File: src/rtl/dr_counter_pkg.sv
// Shared types and dual-rail encoding helpers for the dual-rail counter ring.
package dr_counter_pkg;

  typedef enum logic [1:0] {
    S_NULL = 2'd0,
    S_CALC = 2'd1,
    S_DATA = 2'd2
  } state_t;

  // Dual-rail codes: {rail1, rail0}. 2'b11 is illegal and never driven.
  localparam logic [1:0] DR_NULL = 2'b00;
  localparam logic [1:0] DR_0    = 2'b01;
  localparam logic [1:0] DR_1    = 2'b10;

  function automatic logic [1:0] dr_encode(input logic b);
    return b ? DR_1 : DR_0;
  endfunction

endpackage

File: src/rtl/dr_seg_incdec.sv
// One SEG_W-bit segment of the counter's carry pipeline: adds (dir=1) or
// subtracts (dir=0) the incoming carry/borrow and reports carry/borrow-out.
module dr_seg_incdec #(
  parameter int unsigned SEG_W = 4
) (
  input  logic [SEG_W-1:0] a,
  input  logic             cin,
  input  logic             dir,
  output logic [SEG_W-1:0] sum,
  output logic             cout
);

  // Segment add/subtract with carry/borrow-out.
  always_comb begin
    if (dir) begin
      {cout, sum} = {1'b0, a} + (SEG_W + 1)'(cin);
    end else begin
      sum  = a - SEG_W'(cin);
      cout = cin & (a == '0);
    end
  end

endmodule

File: src/rtl/dr_counter_ring.sv
// Dual-rail up/down/loadable counter with a segmented, data-dependent carry
// pipeline and a return-to-NULL completion handshake.
// Optional: define DRC_INIT_DATA_EN to make reset present an initial DATA
// token (count=0, wrap=0) instead of NULL.
module dr_counter_ring
  import dr_counter_pkg::*;
#(
  parameter int unsigned WIDTH = 32,
  parameter int unsigned SEG_W = 4
) (
  input  logic               clk,
  input  logic               init_n,
  input  logic               en,
  input  logic               dir,
  input  logic               load,
  input  logic [WIDTH-1:0]   load_val,
  input  logic               cnt_comp,
  output logic [2*WIDTH-1:0] cnt_dr,
  output logic [1:0]         wrap_dr,
  output logic               busy
);

  localparam int unsigned NSEG  = WIDTH / SEG_W;
  localparam int unsigned IDX_W = (NSEG > 1) ? $clog2(NSEG) : 1;
  localparam logic [IDX_W-1:0] LAST_SEG = IDX_W'(NSEG - 1);

`ifdef DRC_INIT_DATA_EN
  localparam logic [2*WIDTH-1:0] INIT_DR = {WIDTH{DR_0}};
`endif

  state_t             state, state_nxt;
  logic [WIDTH-1:0]   count, count_nxt;
  logic [IDX_W-1:0]   seg_idx, seg_idx_nxt;
  logic               dir_q, dir_nxt;
  logic               wrap, wrap_nxt;

  logic [SEG_W-1:0]   seg_a;
  logic [SEG_W-1:0]   seg_sum;
  logic               seg_cout;
  logic [2*WIDTH-1:0] data_dr;

  // Select the segment currently being processed by the carry pipeline.
  always_comb begin
    seg_a = '0;
    for (int unsigned s = 0; s < NSEG; s++) begin
      if (32'(seg_idx) == s) begin
        seg_a = count[s*SEG_W +: SEG_W];
      end
    end
  end

  // Carry-in is tied to 1: a later segment is only visited after the previous
  // one produced a carry/borrow, and segment 0 always starts with +/-1.
  dr_seg_incdec #(
    .SEG_W (SEG_W)
  ) u_seg (
    .a    (seg_a),
    .cin  (1'b1),
    .dir  (dir_q),
    .sum  (seg_sum),
    .cout (seg_cout)
  );

  // Next-state and next-datapath logic for the handshake/carry FSM.
  always_comb begin
    state_nxt   = state;
    count_nxt   = count;
    seg_idx_nxt = seg_idx;
    dir_nxt     = dir_q;
    wrap_nxt    = wrap;
    case (state)
      S_NULL: begin
        if (!cnt_comp && en) begin
          dir_nxt = dir;
          if (load) begin
            count_nxt = load_val;
            wrap_nxt  = 1'b0;
            state_nxt = S_DATA;
          end else begin
            seg_idx_nxt = '0;
            state_nxt   = S_CALC;
          end
        end
      end
      S_CALC: begin
        for (int unsigned s = 0; s < NSEG; s++) begin
          if (32'(seg_idx) == s) begin
            count_nxt[s*SEG_W +: SEG_W] = seg_sum;
          end
        end
        // A carry-out can only survive to here from the top segment, so it
        // is directly the wrap flag.
        if (!seg_cout || (seg_idx == LAST_SEG)) begin
          wrap_nxt  = seg_cout;
          state_nxt = S_DATA;
        end else begin
          seg_idx_nxt = seg_idx + IDX_W'(1);
        end
      end
      S_DATA: begin
        if (cnt_comp) begin
          state_nxt = S_NULL;
        end
      end
      default: state_nxt = S_NULL;
    endcase
  end

  // Dual-rail image of the held count.
  always_comb begin
    data_dr = '0;
    for (int unsigned i = 0; i < WIDTH; i++) begin
      data_dr[2*i +: 2] = dr_encode(count[i]);
    end
  end

  // FSM state and datapath registers.
  always_ff @(posedge clk or negedge init_n) begin
    if (!init_n) begin
`ifdef DRC_INIT_DATA_EN
      state   <= S_DATA;
`else
      state   <= S_NULL;
`endif
      count   <= '0;
      seg_idx <= '0;
      dir_q   <= 1'b1;
      wrap    <= 1'b0;
    end else begin
      state   <= state_nxt;
      count   <= count_nxt;
      seg_idx <= seg_idx_nxt;
      dir_q   <= dir_nxt;
      wrap    <= wrap_nxt;
    end
  end

  // Registered outputs: DATA wavefront while holding a token, NULL otherwise.
  always_ff @(posedge clk or negedge init_n) begin
    if (!init_n) begin
`ifdef DRC_INIT_DATA_EN
      cnt_dr  <= INIT_DR;
      wrap_dr <= DR_0;
      busy    <= 1'b1;
`else
      cnt_dr  <= '0;
      wrap_dr <= DR_NULL;
      busy    <= 1'b0;
`endif
    end else begin
      cnt_dr  <= (state == S_DATA) ? data_dr : '0;
      wrap_dr <= (state == S_DATA) ? dr_encode(wrap) : DR_NULL;
      busy    <= (state_nxt != S_NULL);
    end
  end

endmodule

File: config.mk
export PLATFORM = sky130hd
export DESIGN_NAME = dr_counter_ring
export DESIGN_NICKNAME = d
export VERILOG_FILES = /design/src/rtl/dr_counter_pkg.sv /design/src/rtl/dr_seg_incdec.sv /design/src/rtl/dr_counter_ring.sv
export SDC_FILE = /design/constraint.sdc
export NUM_CORES = 1
export LEC_CHECK = 0
export CORE_AREA = 3 3 100 102
export CTS_BUF_LIST = sky130_fd_sc_hd__clkbuf_2 sky130_fd_sc_hd__clkbuf_4 sky130_fd_sc_hd__clkbuf_8
export DETAILED_ROUTE_END_ITERATION = 10
export DIE_AREA = 0 0 103 105
export DONT_BUFFER_PORTS = 1
export GPL_TIMING_DRIVEN = 0
export PLACE_DENSITY_LB_ADDON = 0.08
export RECOVER_POWER = 50
export SETUP_SLACK_MARGIN = 0.4
export SYNTH_ARGS = -nofsm -noshare
export SYNTH_HDL_FRONTEND = slang
export SYNTH_HIERARCHICAL = 1
export SYNTH_SLANG_ARGS = --single-unit
File: constraint.sdc
create_clock -name clk -period 3.2 [get_ports clk]
set_clock_uncertainty 0.2 [all_clocks]
set_input_delay 0.64 -clock clk [delete_from_list [all_inputs] [get_ports clk]]
set_output_delay 0.64 -clock clk [all_outputs]
set_load 0.05 [all_outputs]
## Yosys cells after proc, flatten, opt, wreduce, memory -nomap -nowiden

Index checks and enable logic that the tools add are counted.
W data, S select, Z words.

- Add/sub/neg operators: 3
- Equality and inequality tests: 22
- Muxes and demuxes: 69
- Reduce and logical (&&, ||, !) cells: 20

Operators by type and width:

| kind | count |
|---|---|
| $mux W2 | 38 |
| $mux W4 | 17 |
| $mux W32 | 2 |
| $mux W64 | 1 |
| $pmux W32 S2 | 1 |
| $reduce_and A4 Y1 | 10 |
| $ne A2 B2 Y1 const B | 13 |
| $eq A3 B3 Y1 const B | 4 |
| $mux W3 | 3 |
| $eq A3 B2 Y1 const B | 2 |
| $pmux W2 S3 | 1 |
| $pmux W3 S2 | 1 |
| $add A4 B1 Y5 const B | 1 |
| $logic_not A4 Y1 | 1 |
| $mux W1 | 4 |
| $reduce_bool A2 Y1 | 2 |
| $sub A4 B1 Y4 const B | 1 |
| $add A3 B1 Y3 const B | 1 |
| $eq A3 B1 Y1 const B | 1 |
| $logic_not A3 Y1 | 1 |
| $eq A2 B1 Y1 const B | 1 |
| $eq A2 B2 Y1 const B | 1 |
| $logic_not A1 Y1 | 2 |
| $logic_not A2 Y1 | 1 |
| other kinds (4) | 4 |

- Flip-flop bits (word level): 106
- Input bits: 38
- Output and inout bits: 67
- Logic and storage cells: 129

## Logic depth before layout (Yosys ltp)

Gate-level depths: netlist of run 1.

- Depth in word-level cells: 16
- Mapped depth: 17
- Gate-level depth less buffers: 14

## By module

The synthesis of run 1 kept the hierarchy.

Modules (own cells, without submodules):

| module | instances | cells each | area each (µm²) | sequential area each (µm²) |
|---|---|---|---|---|
| dr_counter_ring | 1 | 419 | 4381.7 | 2653.8 |
| dr_seg_incdec | 1 | 19 | 140.1 | 0.0 |

## Worst setup path after synthesis of run 1

OpenSTA, ideal clock, no wires.

- Kind: reg2reg
- From: reg seg_idx[2]
- To: reg count[26]
- Library setup time: 138 ps
- Arrival: 2641 ps
- Data required time: 2862 ps
- Setup slack: 222 ps
- Stages on the path, launching flop included: 18
- Buffers on the path: 3
- Clock period less this slack: 2978 ps
- Cell sequence: dfrtp_1 -> buf_2 -> inv_1 -> ha_1 -> clkbuf_1 -> nand2_1 -> nand2_1 -> o21ai_0 -> a31oi_1 -> inv_1 -> ha_1 -> ha_1 -> mux2i_1 -> xnor2_1 -> and2_1 -> buf_2 -> a21oi_1 -> a21oi_1

- Word-level cells in the longest chain between the ends: 13
- Elaborated cells between the ends (all ways): 23
- Classes of those cells: add/sub: 2; eq/ne: 8; mux: 11; reduce/logical: 2

RTL lines:

| what | line | RTL |
|---|---|---|
| from (decl) | dr_counter_ring.sv:33 | `logic [IDX_W-1:0] seg_idx, seg_idx_nxt;` |
| from (signal assigned) | dr_counter_ring.sv:132 | `seg_idx <= seg_idx_nxt;` |
| $logic_not A3 Y1 | dr_counter_ring.sv:46 | `if (32'(seg_idx) == s) begin` |
| $mux W4 (7 in series) | dr_counter_ring.sv:46 |  |
| $mux W4 * | dr_counter_ring.sv:46 |  |
| via seg_a[0] | dr_counter_ring.sv:37 | `logic [SEG_W-1:0] seg_a;` |
| $sub A4 B1 Y4 / $add A4 B1 Y5 (equally long branches) | dr_seg_incdec.sv:18, dr_seg_incdec.sv:16 |  |
| $mux W4 * | dr_seg_incdec.sv:15 | `if (dir) begin` |
| via seg_sum[2] | dr_counter_ring.sv:38 | `logic [SEG_W-1:0] seg_sum;` |
| $mux W4 * | dr_counter_ring.sv:87 | `if (32'(seg_idx) == s) begin` |
| $pmux W32 S2 * | dr_counter_ring.sv:71 | `case (state)` |
| to (signal assigned) | dr_counter_ring.sv:131 | `count <= count_nxt;` |
| to (decl) | dr_counter_ring.sv:32 | `logic [WIDTH-1:0] count, count_nxt;` |

The timed path passes the listed nets; every way through them passes the cells marked *. The select of a mux whose other input is x is not followed.
A chain may end at the register's enable or synchronous reset.

## Worst setup path after layout of run 1

- From: reg seg_idx[0]
- To: reg count[2]

The elaborated chain is that of the path after synthesis.

==> results.json, run 1 <==
{
  "synth-compound-area-share_pct": 13.9,
  "ys_seq_area_share_pct": 58.7,
  "postSynth.asyncResetShare_pct": 100,
  "synthXorXnorAreaFrac_pct": 0.387,
  "synth_fa_ha_area_share_pct": 2.77,
  "setup_viol": 0,
  "cts-buffers-inserted": 9,
  "period_needed_ns": 3.08,
  "netlist_top_cells_count": "dfrtp_1 (105), nor2_1 (77), a21oi_1 (65), nand2_1 (27), inv_1 (25)",
  "fmax_ghz": 0.325,
  "reg2reg_depth": 16,
  "muxShareOfSynthArea_pct": 3.35,
  "synth-main-ff-cell": "dfrtp_1",
  "clkTransAtPathRegs_ns": 0.10,
  "power_density_nw_per_um2": 771,
  "initialDrtViolationCount": 212,
  "synth_simple_gate_area_share_pct": 16.0,
  "overflow": 0,
  "drtPass1Iterations": 5,
  "synth_area_per_cell_sq_um": 10.3,
  "drv_slew": 0,
  "cts_root_buf": "clkbuf_8",
  "routed_wl_um": 11500,
  "slew_headroom_pct": 50.3,
  "postRouteAntennaNets": 0,
  "grt_max_degree": 107,
  "synth_top_area_share_pct": 58.1,
  "drive_gt1_share_pct": 27.8,
  "critPathTopFamily": "buffers and inverters",
  "drc_errors": 0,
  "criticalPathCategory": "reg2reg",
  "gp_congestion": 0.880,
  "final_nets": 521,
  "cp.required_ns": 3.29,
  "die_x_um": 103,
  "netlist_instances": 438,
  "worst_pin_slew_ns": 0.746,
  "yosysTopAreaCell": "dfrtp_1",
  "insertedDiodeCount": 0,
  "dieArea_sq_um": 10800,
  "crit_path_max_incr_delay_ns": 0.47,
  "hold_viol": 106,
  "detailed_place_hpwl_um": 7700,
  "cts_buffer_depth": 2,
  "path_depth": 16,
  "rsz0062_at_grt": "true",
  "power.leakage_nw": 2.53,
  "worst-path-buf-inv": 4,
  "power_mw": 4.27,
  "ys_warn_count": 6,
  "grt_pass1_vias": 3314,
  "area_growth_pct": 22.4,
  "synth.most_common_cell": "dfrtp_1",
  "vias_per_cell": 5.57,
  "clk_latency_ns": 0.37,
  "synth_edf_count": 0,
  "htree_levels": 3,
  "status": "finished with violations",
  "rows": 35,
  "worstPathMaxFanout": 8,
  "violations": "hold timing",
  "end_kind": "flip-flop",
  "numClockSinks": 106,
  "initial_core_util_pct": 49.2,
  "wl_per_cell_um": 19.6,
  "antenna_found_initial": 0,
  "whs_ns": -0.247,
  "tritoncts": "built",
  "final.period_utilization_pct": 96.1,
  "synthTopCellsByArea": "dfrtp_1 (58%), a21oi_1 (7.2%), nor2_1 (6.4%)",
  "crit_arrival_ns": 3.17,
  "synth_top_family_by_area": "simple AND/OR/NAND/NOR gates",
  "coreArea_sq_um": 9200,
  "num_io_pins": 105,
  "io_buffers": 0,
  "vias": 3280,
  "dp.cells": 551,
  "syn_area_sq_um": 4520,
  "maxCapViolCount": 0,
  "hp-class": "in2async",
  "fin_cells": 589,
  "die_h_um": 105,
  "grt_pass1_wl_um": 17700,
  "peakVddDrop_mv": 0.337,
  "grt_use_total_pct": 21.6,
  "crit_chain": "buf_6 > ha_4 > buf_8 > buf_6 > nand2_2 > o21ai_2 > a32oi_2 > a31oi_4 > ha_4 > ha_4 > mux2i_2 > xnor2_1 > and2_1 > buf_6 > a21oi_1 > mux2i_1",
  "slowest_stage": "dfrtp_2",
  "startpoint_type": "flip-flop",
  "synth_cell_types": 42,
  "synth-seq-cells": 106
}
stage by stage:
stage / area, sq um / setup slack [ns] / TNS (ns) / util (%)
floorplan: 4570 / 0.462 / 0 / -
finish: 5540 / 0.124 / 0 / 60.2
global route: 5540 / -0.00822 / -0.00822 / 60.2
global placement: 4710 / -0.0901 / -1.56 / 51.2
detailed placement: 4710 / -0.221 / -4.60 / 51.2
CTS: 5220 / 0.182 / 0 / 56.8
placed cells by master (no fill, tap or decap), drive strengths merged, types with 2 or more instances in the layout:
| cell | synthesis | routed |
|---|---|---|
| and2 | 20 | 20 |
| nand3 | 2 | 2 |
| buf | 16 | 38 |
| nor2 | 77 | 77 |
| a31oi | 6 | 6 |
| nor2b | 3 | 3 |
| ha | 10 | 10 |
| o31ai | 4 | 4 |
| clkinvlp | 0 | 3 |
| and2b | 2 | 2 |
| a21boi | 3 | 3 |
| inv | 25 | 27 |
| nand2 | 27 | 27 |
| clkbuf | 10 | 20 |
| a21oi | 68 | 68 |
| mux2i | 14 | 14 |
| nand3b | 3 | 3 |
| conb | 1 | 3 |
| nor3b | 3 | 3 |
| a211oi | 3 | 3 |
| dfrtp | 105 | 105 |
| nand2b | 7 | 7 |
| o21ai | 9 | 9 |
| o22ai | 5 | 5 |
| xnor2 | 2 | 2 |
report_power, final:
part / switching [mW] / internal [mW]
Clock: 0.471 / 0.382
Sequential: 0.740 / 1.63
Combinational: 0.542 / 0.501
worst reg2reg max path: stages (launching register included):
cell and delay [ns]:
dfrtp_2 0.47, buf_6 0.14, ha_4 0.17, buf_8 0.13, buf_6 0.13, nand2_2 0.06, o21ai_2 0.06, a32oi_2 0.27
a31oi_4 0.17, ha_4 0.21, ha_4 0.16, mux2i_2 0.16, xnor2_1 0.15, and2_1 0.16, buf_6 0.18, a21oi_1 0.06
mux2i_1 0.14
final cells by class:
class | instances | area (sq um)
plain buffers | 26 | 209
repair buffers | 22 | 185
well taps | 111 | 139
clock inverters | 6 | 75.1
inverters | 25 | 98.8
clock buffers | 10 | 131
fillers | 766 | 3660
multi-input cells | 283 | 2040
flip-flops and latches | 106 | 2660
per-layer routing:
| metal | vias up | track usage (%) | wire, um |
|---|---|---|---|
| li1 | 1512 | - | - |
| met1 | 1614 | 29.6 | 4850 |
| met2 | 130 | 33.5 | 5620 |
| met3 | 24 | 5.74 | 821 |
| met4 | 0 | 6.66 | 241 |
| met5 | - | 0 | 0 |
cell families after synthesis:
| group | after synthesis |
|---|---|
| mux | 15 |
| compound gates | 104 |
| buf+inv | 51 |
| flops | 106 |
| other cells | 1 |
| xor+xnor | 2 |
| fa+ha+maj | 10 |
| simple gates | 149 |
registers in the layout, indices dropped and copies added, names as in the netlist:
register and cells:
seg_idx 3, wrap_dr 2, count 32, dir_q 1, busy 1, state 2, cnt_dr 64, wrap 1
path summary, 6_finish.rpt:
| check | start | end | slack, ns |
|---|---|---|---|
| max in group asynchronous | init_n | dir_q | 2.85 |
| hold / removal | init_n | cnt_dr[45] | -0.25 |
| setup / recovery | seg_idx[0] | count[2] | 0.12 |
| setup reg to reg | seg_idx[0] | count[2] | 0.12 |
| hold reg to reg | count[9] | cnt_dr[18] | 0.22 |
| min in group clk | cnt_comp | busy | 0.16 |
repair_timing:
item | 4_1_cts | 5_1_grt
resized for setup | 55 | 59
buffers inserted | 13 | 8
pin swaps | 26 | 20
hold endpoints to repair | 106 | 106
setup endpoints to repair | 38 | 37
cloned | 0 | 1
Power figures use the tool's default switching activity.
==> run 2, diff against run 1 <==
ABC_AREA = 1   (was not set)
CORE_AREA = 3 3 99 101   (was 3 3 100 102)
DIE_AREA = 0 0 102 104   (was 0 0 103 105)
==> run 2 against run 1 <==
Net effect: the flow still finishes with violations (hold timing); worst setup slack improved by 0.019 ns; fmax rose by 0.61%; wire length fell by 11%; clock power rose by 5.4%; total power rose by 23%; sequential power rose by 15%; first-iteration DRC count fell by 29%; core utilization fell by 3.3 points; global-route usage fell by 1.7 points; cell count rose by 14%; sequential share of layout area rose by 3.3 points; non-clock buffer count fell by 19; largest cell class unchanged.
==> results.json, run 2 <==
{
  "startpoint_type": "flip-flop",
  "yosysTopAreaCell": "dfrtp_1",
  "synth.most_common_cell": "nand2_1",
  "postSynth.asyncResetShare_pct": 100,
  "worst_pin_slew_ns": 0.706,
  "synthTopCellsByArea": "dfrtp_1 (59%), nand2_1 (13%), nor2_1 (9.3%)",
  "drtPass1Iterations": 4,
  "synth_top_area_share_pct": 59.3,
  "final_nets": 605,
  "overflow": 0,
  "switching_share_pct": 46.7,
  "fillCellCount": 834,
  "period_needed_ns": 3.06,
  "synth_cell_types": 20,
  "ys_warn_count": 6,
  "num_io_pins": 105,
  "grt_use_total_pct": 19.9,
  "power.leakage_nw": 2.82,
  "largest_reg_flops": 64,
  "setup_viol": 0,
  "netlist_top_cells_count": "nand2_1 (148), nor2_1 (110), dfrtp_1 (105), inv_1 (65), a21oi_1 (40)",
  "synth-seq-cells": 106,
  "power_density_nw_per_um2": 1010,
  "die_x_um": 102,
  "reg2reg_from": "seg_idx[1]",
  "insertedDiodeCount": 0,
  "violations": "hold timing",
  "regArea_sq_um": 2660,
  "rsz0062_at_grt": "true",
  "grt_max_degree": 107,
  "die_h_um": 104,
  "detailed_place_hpwl_um": 6740,
  "tritoncts": "built",
  "fmax_ghz": 0.327,
  "grt_pass1_vias": 3242,
  "ys_seq_area_share_pct": 59.9,
  "pwr-share-clk_pct": 17.1,
  "whs_ns": -0.250,
  "fin_ws_ns": 0.143,
  "vias_per_cell": 4.89,
  "final_common_cell": "nand2_1",
  "tns_ns": 0,
  "numClockSinks": 106,
  "final_util_pct": 56.9,
  "reg_top3": "cnt_dr: 64 flops, count: 32 flops, seg_idx: 3 flops",
  "place_ws_ns": -0.224,
  "regMostFlops": "cnt_dr",
  "cts_root_buf": "clkbuf_8",
  "multi_input_comb_area_sq_um": 1720,
  "fin_cells": 672,
  "power_switching_mw": 2.46,
  "crit_arrival_ns": 3.12,
  "initialDrtViolationCount": 150,
  "wl_met3_um": 562,
  "synth_edf_count": 0,
  "final.period_utilization_pct": 95.5,
  "wl_met1_um": 4760,
  "highest_layer": "met4",
  "met2_length_um": 4720,
  "power_mw": 5.26,
  "syn_area_sq_um": 4430,
  "final_cell_mix": "nand2_1 (124), nor2_1 (106), dfrtp_1 (103)",
  "criticalPathCategory": "reg2reg",
  "postRouteAntennaNets": 0,
  "dp.cells": 639,
  "drc_errors": 0,
  "grt_pass1_wl_um": 16400,
  "status": "finished with violations",
  "synth-main-ff-cell": "dfrtp_1",
  "gp_congestion": 0.800,
  "p_int_mw": 2.80,
  "io_buffers": 0,
  "vias": 3287,
  "initial_core_util_pct": 48.7,
  "cts-buffers-inserted": 9,
  "combPwrFrac_pct": 31.2,
  "hold_viol": 106,
  "drive_gt1_share_pct": 15.7,
  "clk_latency_ns": 0.37,
  "netlist_instances": 526,
  "wl_per_cell_um": 15.3,
  "dieArea_sq_um": 10600,
  "rows": 35,
  "maxCapViolCount": 0,
  "peakVddDrop_mv": 0.451,
  "htree_levels": 3,
  "drv_slew": 0,
  "seqPwrFrac_pct": 51.7,
  "hp-class": "in2async",
  "worst_setup_path_startpoint": "seg_idx[1]",
  "cts_buffer_depth": 2,
  "coreArea_sq_um": 9110,
  "slew_headroom_pct": 53.0,
  "cp.required_ns": 3.26,
  "clkTransAtPathRegs_ns": 0.09,
  "antenna_found_initial": 0,
  "worstPathMaxFanout": 5,
  "area_growth_pct": 16.9,
  "routed_wl_um": 10300,
  "synth_area_per_cell_sq_um": 8.43,
  "end_kind": "flip-flop"
}
## run 2: path summary, 6_finish.rpt
path,slack [ns],depth (start not counted),end
setup / recovery,0.14,26,busy
hold / removal,-0.25,0,cnt_dr[23]
setup reg to reg,0.14,26,busy
hold reg to reg,0.21,1,cnt_dr[24]
max in group asynchronous,2.84,0,dir_q
min in group clk,0.16,2,dir_q
## run 2: logic make-up (layout without fill, tap and decap cells)
kind of cell	after synthesis	in the layout	synth area share [%]
simple gates	267	267	23.0
flops	106	106	59.9
compound gates	63	63	7.39
xor+xnor	1	1	0.198
other cells	1	3	0.0846
buf+inv	78	111	6.60
fa+ha+maj	10	10	2.82
## run 2: worst max-delay path: stages, from the launching register on
cell     delay, ns
dfrtp_1       0.40
inv_2         0.09
ha_4          0.18
inv_1         0.09
nor2_4        0.05
buf_4         0.14
nand2_1       0.05
nand2_1       0.06
nand2_1       0.06
nand2_1       0.05
nand2_1       0.07
nand2_1       0.07
nand2_1       0.07
nand2_1       0.05
nand2_1       0.09
nand2_2       0.12
nor2_2        0.17
nand4_1       0.14
o21ai_2       0.10
inv_1         0.05
nor2_1        0.08
inv_1         0.07
nor2_4        0.16
nor2_4        0.05
inv_1         0.05
nand2_1       0.05
or2_4         0.22
## run 2: power by group through the flow
stage	combinational (mW)	sequential, mW	clock (mW)
2_1_floorplan	0.977	2.69	0
3_3_place_gp	1.26	2.74	0
3_5_place_dp	1.28	2.74	0
4_1_cts	1.55	2.72	0.921
5_1_grt	1.88	2.77	0.968
6_report	1.64	2.72	0.899
## run 2: layout make-up
| type | count | area share [%] |
|---|---|---|
| flip-flops and latches | 106 | 51.3 |
| multi-input cells | 344 | 33.1 |
| inverters | 67 | 4.90 |
| repair buffers | 18 | 2.92 |
| clock buffers | 11 | 2.80 |
| well taps | 111 | 2.68 |
| clock inverters | 4 | 1.47 |
| plain buffers | 11 | 0.821 |
## run 2: layer usage
| metal | vias to the layer above | GRT usage (%) |
|---|---|---|
| li1 | 1654 | - |
| met1 | 1523 | 27.6 |
| met2 | 91 | 30.2 |
| met3 | 19 | 4.63 |
| met4 | 0 | 7.59 |
| met5 | - | 0 |
## run 2: timing repair
action / CTS / global route
gates resized for setup: 49 / 10
pin swaps: 63 / 14
endpoints found under the setup margin: 39 / 39
setup buffers: 10 / 8
hold endpoints to repair: 106 / 106
## run 2: per-stage QoR
| stage | hold slack [ns] | area [sq um] |
|---|---|---|
| 3_5_place_dp | 0.148 | 4600 |
| 2_1_floorplan | 0.144 | 4470 |
| 5_1_grt | -0.269 | 5180 |
| 4_1_cts | -0.259 | 5090 |
| 3_3_place_gp | 0.148 | 4600 |
| 6_report | -0.250 | 5180 |
==> run 3, diff against run 2 <==
CORE_AREA = 3 3 89 112   (was 3 3 99 101)
DIE_AREA = 0 0 92 115   (was 0 0 102 104)
MAX_ROUTING_LAYER = met4   (was not set)
==> run 3 against run 2 <==
Net effect: total power down 1.7%; largest power group unchanged; sequential share of layout area shrank 0.22 points; clock power down 9.2%; critical path depth decreased by 7; non-clock buffer count is 3 higher; sequential power is essentially flat; global-route usage up 1.4 points; first-iteration DRC count grew 11%; the run still ends with hold timing left; highest routed layer unchanged; combinational power barely moved; cell count grew 2.2%; fmax rose by 1.4%; register-to-register slack better by 0.04 ns.
==> results.json, run 3 (same netlist as run 2, synthesis figures left out) <==
{
  "status": "finished with violations",
  "violations": "hold timing",
  "place_ws_ns": -0.159,
  "whs_ns": -0.255,
  "cts-buffers-inserted": 9,
  "worst_pin_slew_ns": 0.691,
  "fin_area_sq_um": 5200,
  "criticalPathCategory": "reg2reg",
  "grt_pass1_wl_um": 16600,
  "grt_max_degree": 107,
  "clk_latency_ns": 0.38,
  "num_io_pins": 105,
  "final_common_cell": "nand2_1",
  "multi_input_comb_area_sq_um": 1730,
  "die_x_um": 92,
  "final_nets": 608,
  "fmax_ghz": 0.332,
  "wl_per_cell_um": 15.2,
  "htree_levels": 3,
  "power.leakage_nw": 2.84,
  "fillCellCount": 864,
  "slowest_stage": "dfrtp_1",
  "grt_use_total_pct": 21.3,
  "drc_errors": 0,
  "rsz0062_at_grt": "true",
  "hold_viol": 106,
  "crit_arrival_ns": 3.08,
  "cts_root_buf": "clkbuf_8",
  "power_density_nw_per_um2": 993,
  "tns_ns": 0,
  "vias": 3357,
  "cp.required_ns": 3.27,
  "hp-class": "in2async",
  "peakVddDrop_mv": 0.428,
  "rows": 39,
  "fin_ws_ns": 0.186,
  "end_kind": "flip-flop",
  "area_growth_pct": 17.4,
  "antenna_found_initial": 0,
  "die_h_um": 115,
  "placed_area_sq_um": 4620,
  "coreArea_sq_um": 9080,
  "cts_buffer_depth": 2,
  "regMostFlops": "cnt_dr",
  "grt_pass1_vias": 3275,
  "setup_viol": 0,
  "routed_wl_um": 10400,
  "startpoint_type": "flip-flop",
  "detailed_place_hpwl_um": 6930,
  "reg_top3": "cnt_dr: 64 flops, count: 32 flops, seg_idx: 3 flops",
  "clkTransAtPathRegs_ns": 0.09,
  "worstPathMaxFanout": 10,
  "tritoncts": "built",
  "period_needed_ns": 3.01,
  "regArea_sq_um": 2660,
  "timing.critical_path.to": "busy",
  "vias_per_cell": 4.89,
  "io_buffers": 0,
  "drv_slew": 0,
  "drive_gt1_share_pct": 15.1,
  "ff2ff_setup_slack_ns": 0.19,
  "dieArea_sq_um": 10600,
  "reg2reg_from": "seg_idx[1]",
  "postRouteAntennaNets": 0,
  "final_cell_mix": "nand2_1 (133), nor2_1 (107), dfrtp_1 (103)",
  "largest_reg_flops": 64,
  "insertedDiodeCount": 0,
  "slew_headroom_pct": 53.9,
  "initialDrtViolationCount": 167,
  "reg2reg_depth": 19,
  "numClockSinks": 106,
  "gp_congestion": 0.858,
  "worst_setup_path_startpoint": "seg_idx[1]",
  "r2r-end": "busy",
  "overflow": 0,
  "crit_path_max_incr_delay_ns": 0.41,
  "final.period_utilization_pct": 94.2,
  "initial_core_util_pct": 48.8,
  "crit_chain": "buf_4 > ha_4 > ha_1 > clkbuf_2 > a21oi_1 > nand2_2 > nand2_4 > ha_4 > ha_4 > nand2_4 > o21ai_4 > inv_1 > nor2_1 > inv_1 > nor2_4 > nor2_4 > inv_1 > nand2_1 > or2_4",
  "drtPass1Iterations": 7,
  "maxCapViolCount": 0
}
## run 3: cell types whose count changed in the layout (fill, tap and decap cells not counted), moves of 4 or more
cell / before / now
inv_1: 61 / 57
nand2_2: 21 / 11
inv_2: 5 / 9
nand2_1: 124 / 133
## run 3: through the flow
step | total power, mW | util, % | hold WS (ns) | cells
final | 5.17 | 57.3 | -0.255 | 687
after global routing | 5.51 | 57.3 | -0.281 | 687
after CTS | 5.07 | 56.2 | -0.272 | 682
after detailed placement | 4.03 | 50.9 | 0.147 | 651
after global placement | 4.00 | 50.9 | 0.147 | 651
after floorplan | 3.67 | - | 0.144 | 528
## run 3: layer usage
metal	share of wire (%)	GRT usage [%]	up-vias
met5	0	-	-
met4	1.9	9.32	0
met3	4.8	4.65	17
met2	50	34.1	86
met1	44	26.2	1603
li1	-	-	1651
## run 3: worst min-delay path by stage
| stage | depth (start not counted) | slack [ns] | to | startpoint |
|---|---|---|---|---|
| 6_report | 0 | -0.26 | cnt_dr[16] | init_n |
| 5_1_grt | 0 | -0.28 | cnt_dr[18] | init_n |
| 4_1_cts | 0 | -0.27 | seg_idx[0] | init_n |
| 3_5_place_dp | 0 | 0.15 | cnt_dr[16] | init_n |
| 3_3_place_gp | 0 | 0.15 | cnt_dr[18] | init_n |
| 2_1_floorplan | 0 | 0.14 | busy | init_n |
## run 3: layout make-up
| type | count | area share, % |
|---|---|---|
| buffer | 11 | 0.817 |
| clock buffer | 12 | 2.93 |
| clock inverter | 3 | 0.769 |
| inverter | 67 | 4.88 |
| multi-input combinational | 344 | 33.2 |
| sequential | 106 | 51.0 |
| tap | 123 | 2.96 |
| timing repair buffer | 21 | 3.41 |
## run 3: worst max-delay path: cells and delay by family (launching register included)
family / cells / cell delay [ns]
and+or+nand+nor: 8 / 0.78
adders and majority gates: 4 / 0.66
buffers and inverters: 5 / 0.51
DFF: 1 / 0.41
AOI/OAI and AO/OA: 2 / 0.33
## run 3: report_power, final
group	leakage [nW]	internal (mW)	switching, mW
Combinational	1.39	0.574	1.05
Sequential	1.34	1.74	0.980
Clock	0.103	0.394	0.422
## run 3: timing repair
| item | CTS | global route |
|---|---|---|
| gates resized for setup | 42 | 18 |
| endpoints found under the setup margin | 39 | 39 |
| pin swaps | 27 | 6 |
| endpoints found under the hold margin | 106 | 106 |
| setup buffers | 16 | 5 |
